**config.mk**
```make
export PLATFORM = sky130hd
export DESIGN_NAME = dds_sweep_ctrl
export DESIGN_NICKNAME = d
export VERILOG_FILES = /design/src/rtl/dds_sweep_ctrl.sv
export SDC_FILE = /design/constraint.sdc
export NUM_CORES = 1
export LEC_CHECK = 0
export CORE_AREA = 2 2 137 99
export CTS_BUF_LIST = sky130_fd_sc_hd__clkbuf_16
export DETAILED_ROUTE_END_ITERATION = 12
export DIE_AREA = 0 0 139 101
export GPL_ROUTABILITY_DRIVEN = 0
export HOLD_SLACK_MARGIN = 0.06
export PLACE_DENSITY = 0.64
export SLEW_MARGIN = 5
export SYNTH_ARGS = -nofsm -noshare
export SYNTH_HDL_FRONTEND = slang
export SYNTH_SLANG_ARGS = --single-unit
```
**constraint.sdc**
```tcl
create_clock -name clk -period 3.6 [get_ports clk]
set_input_delay 0.54 -clock clk [delete_from_list [all_inputs] [get_ports clk]]
set_output_delay 0.54 -clock clk [all_outputs]
set_load 0.01 [all_outputs]
```
**src/rtl/dds_sweep_ctrl.sv**
```systemverilog
// Configuration controller for the DDS wave generator: key-stepped waveform/amplitude,
// manual frequency load, and a sawtooth/triangle frequency sweep with a fixed dwell per step.
module dds_sweep_ctrl #(
  parameter int unsigned DWELL_CYCLES = 50_000,
  parameter int unsigned F_MIN        = 1_000,
  parameter int unsigned F_MAX        = 100_000,
  parameter int unsigned F_STEP       = 1_000
) (
  input  logic        clk,
  input  logic        rst,
  input  logic        key_sel,
  input  logic        key_amp,
  input  logic        sweep_en,
  input  logic        sweep_mode,
  input  logic [19:0] freq_set,
  input  logic        freq_load,
  output logic [1:0]  wave_sel,
  output logic [19:0] wave_freq,
  output logic [1:0]  wave_a,
  output logic        sweep_active,
  output logic        cfg_update
);

  localparam int CNT_W = (DWELL_CYCLES > 1) ? $clog2(DWELL_CYCLES) : 1;
  localparam logic [CNT_W-1:0] CNT_LAST = CNT_W'(DWELL_CYCLES - 1);

  // 21-bit copies so frequency sums and bound compares never wrap
  localparam logic [20:0] FMIN_X  = 21'(F_MIN);
  localparam logic [20:0] FMAX_X  = 21'(F_MAX);
  localparam logic [20:0] FSTEP_X = 21'(F_STEP);
  localparam logic [20:0] FLOW_X  = 21'(F_MIN + F_STEP);

  typedef enum logic [1:0] {
    MANUAL     = 2'd0,
    SWEEP_UP   = 2'd1,
    SWEEP_DOWN = 2'd2
  } state_t;

  state_t           state, state_nxt;
  logic [CNT_W-1:0] cnt, cnt_nxt;
  logic [19:0]      freq_nxt;
  logic [1:0]       sel_nxt;
  logic [1:0]       amp_nxt;
  logic [20:0]      freq_sum;
  logic             dwell_done;
  logic             cfg_chg;

  function automatic logic [19:0] clamp_freq(input logic [19:0] f);
    logic [20:0] fx;
    fx = {1'b0, f};
    if (fx < FMIN_X)      return FMIN_X[19:0];
    else if (fx > FMAX_X) return FMAX_X[19:0];
    else                  return f;
  endfunction

  assign freq_sum   = {1'b0, wave_freq} + FSTEP_X;
  assign dwell_done = (cnt == CNT_LAST);

  always_comb begin
    state_nxt = state;
    cnt_nxt   = cnt;
    freq_nxt  = wave_freq;
    sel_nxt   = wave_sel + {1'b0, key_sel};
    amp_nxt   = wave_a + {1'b0, key_amp};
    case (state)
      MANUAL: begin
        if (sweep_en) begin
          state_nxt = SWEEP_UP;
          freq_nxt  = FMIN_X[19:0];
          cnt_nxt   = '0;
        end else if (freq_load) begin
          freq_nxt = clamp_freq(freq_set);
        end
      end
      SWEEP_UP, SWEEP_DOWN: begin
        if (!sweep_en) begin
          state_nxt = MANUAL;
          cnt_nxt   = '0;
        end else if (!dwell_done) begin
          cnt_nxt = cnt + CNT_W'(1);
        end else begin
          cnt_nxt = '0;
          if (state == SWEEP_UP) begin
            if (!sweep_mode) begin
              freq_nxt = (freq_sum > FMAX_X) ? FMIN_X[19:0] : freq_sum[19:0];
            end else if (freq_sum >= FMAX_X) begin
              freq_nxt  = FMAX_X[19:0];
              state_nxt = SWEEP_DOWN;
            end else begin
              freq_nxt = freq_sum[19:0];
            end
          end else begin
            // Sawtooth in SWEEP_DOWN only happens after a mode change; restart from the bottom
            if (!sweep_mode || ({1'b0, wave_freq} <= FLOW_X)) begin
              freq_nxt  = FMIN_X[19:0];
              state_nxt = SWEEP_UP;
            end else begin
              freq_nxt = wave_freq - FSTEP_X[19:0];
            end
          end
        end
      end
      default: begin
        state_nxt = MANUAL;
        cnt_nxt   = '0;
      end
    endcase
    cfg_chg = (sel_nxt != wave_sel) || (amp_nxt != wave_a) || (freq_nxt != wave_freq);
  end

  always_ff @(posedge clk) begin
    if (rst) begin
      state        <= MANUAL;
      cnt          <= '0;
      wave_sel     <= '0;
      wave_a       <= '0;
      wave_freq    <= FMIN_X[19:0];
      sweep_active <= 1'b0;
      cfg_update   <= 1'b0;
    end else begin
      state        <= state_nxt;
      cnt          <= cnt_nxt;
      wave_sel     <= sel_nxt;
      wave_a       <= amp_nxt;
      wave_freq    <= freq_nxt;
      sweep_active <= (state_nxt != MANUAL);
      cfg_update   <= cfg_chg;
    end
  end

endmodule

```
==> impl_metrics.env <==
export IMPL_synth_top_area_frac=0.203
export IMPL_num_antenna_cells=0
export IMPL_nNetsFinal=816
export IMPL_worst_slew_pin_slew_ns=0.832
export IMPL_clock_sinks=44
export IMPL_grt_total_usage=0.259
export IMPL_power_density_nw_per_um2=263
export IMPL_synthArstFlopShare=0
export IMPL_power_mw=1.64
export IMPL_hold_class="reg2reg"
export IMPL_synthesis_area_sq_um=4340
export IMPL_clockPowerShare=0.276
export IMPL_dpl_hpwl_um=14200
export IMPL_skew_ns=0.00845
export IMPL_drt_iter0_drc=987
export IMPL_finalSetupTns_ns=0
export IMPL_p_leak_nw=2.46
export IMPL_die_area_sq_um=14000
export IMPL_ys_seq_elements=44
export IMPL_synth_main_ff_cell="dfxtp_1"
export IMPL_yosysUniqueCellTypes=76
export IMPL_hold_buffers=0
export IMPL_initial_core_util=0.340
export IMPL_p_seq_frac=0.316
export IMPL_port_buffers=52
export IMPL_die_x_um=139
export IMPL_crit_arrival_ns=3.76
export IMPL_totalWireLength_um=18700
export IMPL_drc=0
export IMPL_vdd_drop_max_mv=0.188
export IMPL_synth_yosys_seq_area_share=0.203
export IMPL_num_fill_cells=1263
export IMPL_wl_per_cell_um=19.8
export IMPL_yosysWarnings=0
export IMPL_rows=35
export IMPL_clk_transition_reported_paths_ns=0.07
export IMPL_outcome="completed"
export IMPL_fin_crit_sh=0.999
export IMPL_clock_path_buffers=2
export IMPL_grt_pass1_vias=5417
export IMPL_cts_root_buf="clkbuf_16"
export IMPL_htree_levels=2
export IMPL_start_kind="register"
export IMPL_fin_util=0.489
export IMPL_p_switching_uw=590
export IMPL_synthCells=628
export IMPL_p_comb_frac=0.408
export IMPL_grt_max_degree=38
export IMPL_final_max_slew_viol_count=0
export IMPL_avgSynthCellArea_sq_um=6.92
export IMPL_ant_nets=0
export IMPL_multi_input_area_sq_um=3410
export IMPL_cts_tree="done"
export IMPL_syn_num_nets=664
export IMPL_dp_cells=935
export IMPL_die_h_um=101
export IMPL_vias_per_cell=6.22
export IMPL_grt_ovfl_total=0
export IMPL_seqCellArea_sq_um=883
export IMPL_cp_required_ns=3.76
export IMPL_yosys_area_top_type="dfxtp_1"
export IMPL_drive_gt1_frac=0.247
export IMPL_p_int_mw=1.05
export IMPL_dr_pass1_iters=6
export IMPL_grt_pass1_wl_um=29200
export IMPL_max_freq_mhz=278
export IMPL_hold_viol=0
export IMPL_cts_buffers=5
export IMPL_synthTopCellsByCount="nor2_1, a21oi_1, nand2_1"
export IMPL_clock_latency_ns=0.29
export IMPL_rsz0062_at_grt="yes"
export IMPL_syn2layout_area_growth_pct=43.9
export IMPL_synth_edf_count=0
export IMPL_antenna_found_initial=0
export IMPL_crit_type="reg2reg"
export IMPL_sw_frac_of_total=0.359
export IMPL_coreArea_sq_um=12800
export IMPL_synth_most_common_cell="nor2_1"
export IMPL_synth_area_top_cells="dfxtp_1, a21oi_1, nor2_1, o21ai_0, nand2_1"
export IMPL_fin_crit_ns=3.60
export IMPL_crit_path_end_kind="register"
export IMPL_setup_viol=0
export IMPL_io_pins=53
export IMPL_path_max_fanout=6
export IMPL_cap_violations=0
export IMPL_via_count=5886
export IMPL_relSlewSlack=0.438
export IMPL_final_cells=947
==> metrics by stage <==
| step | hold slack [ns] | setup WS, ns | cell area, sq um |
|---|---|---|---|
| 2_1_floorplan | 0.438 | -0.0107 | 4370 |
| 3_3_place_gp | 0.460 | -0.676 | 5930 |
| 3_5_place_dp | 0.468 | -0.815 | 5930 |
| 4_1_cts | 0.477 | 0.000574 | 6120 |
| 5_1_grt | 0.500 | -0.0804 | 6250 |
| 6_report | 0.489 | 0.00218 | 6250 |
==> sequential cells by signal (all words and copies together) (netlist names) <==
| register | flops |
|---|---|
| wave_freq | 20 |
| wave_a | 2 |
| sweep_active | 1 |
| cnt | 16 |
| wave_sel | 2 |
| state | 2 |
| cfg_update | 1 |
==> final cells by class <==
type                            count  area share
Clock buffer                        5      0.0200
Clock inverter                      3     0.00240
Inverter                           24      0.0144
Multi-Input combinational cell    518       0.546
Sequential cell                    44       0.141
Tap cell                          166      0.0332
Timing Repair Buffer              187       0.243
==> worst max-delay path: stages, from the launching register on <==
cell	delay [ns]
dfxtp_1	0.31
or4_4	0.62
or3_4	0.45
nand4_1	0.14
o31ai_2	0.11
o31a_1	0.26
or4_1	0.50
or4b_4	0.57
nor4_4	0.14
and4_1	0.26
a41oi_2	0.11
==> cells by family (layout without fill, tap and decap cells) <==
kind of cell | count (synthesis) | count (layout) | synth area share
adders and majority gates | 9 | 9 | 0.0259
DFF | 44 | 44 | 0.203
muxes | 2 | 2 | 0.00461
AOI/OAI and AO/OA | 215 | 215 | 0.336
and+or+nand+nor | 269 | 269 | 0.325
buffers and inverters | 66 | 219 | 0.0593
xor gates and xnor gates | 23 | 23 | 0.0464
==> final timing paths <==
kind                startpoint          to  slack [ns]  depth (start not counted)
setup reg to reg  wave_freq[7]  cfg_update       0.002                         10
hold / removal         cnt[15]     cnt[15]        0.49                          1
hold reg to reg        cnt[15]     cnt[15]        0.49                          1
setup / recovery  wave_freq[7]  cfg_update       0.002                         10
==> routing by layer <==
| layer | vias up | global-route usage | routed length (um) |
|---|---|---|---|
| met3 | 49 | 0.0850 | 2610 |
| met5 | - | 0 | 0 |
| met4 | 0 | 0.0575 | 362 |
| li1 | 2672 | - | - |
| met1 | 2748 | 0.376 | 8390 |
| met2 | 417 | 0.368 | 7370 |
==> power by group through the flow <==
stage / Combinational, mW / Clock, mW / Sequential, mW
floorplan: 0.324 / 0 / 0.535
global placement: 0.620 / 0 / 0.529
detailed placement: 0.626 / 0 / 0.530
CTS: 0.635 / 0.455 / 0.519
global route: 0.714 / 0.480 / 0.521
finish: 0.671 / 0.453 / 0.519
==> cell usage in the layout, fill, tap and decap left out, types with 10 or more instances in the layout <==
cell,netlist,layout
clkdlybuf4s50_1,0,39
nor3_1,19,16
nand2_1,50,49
nor2_1,70,69
xnor2_1,10,10
nand2b_1,14,14
buf_4,0,134
o22ai_1,14,14
dfxtp_1,44,42
nand4_1,15,15
o21ai_0,42,40
nand3_1,29,28
a21oi_1,54,50
xor2_1,13,13
inv_1,23,24
==> what timing repair did <==
item                       in CTS  in global routing
setup buffers                   0                  5
setup endpoints to repair       1                  3
gates resized for setup        52                 19
pin swaps                      12                  7
(Power assumes the default switching activity.)
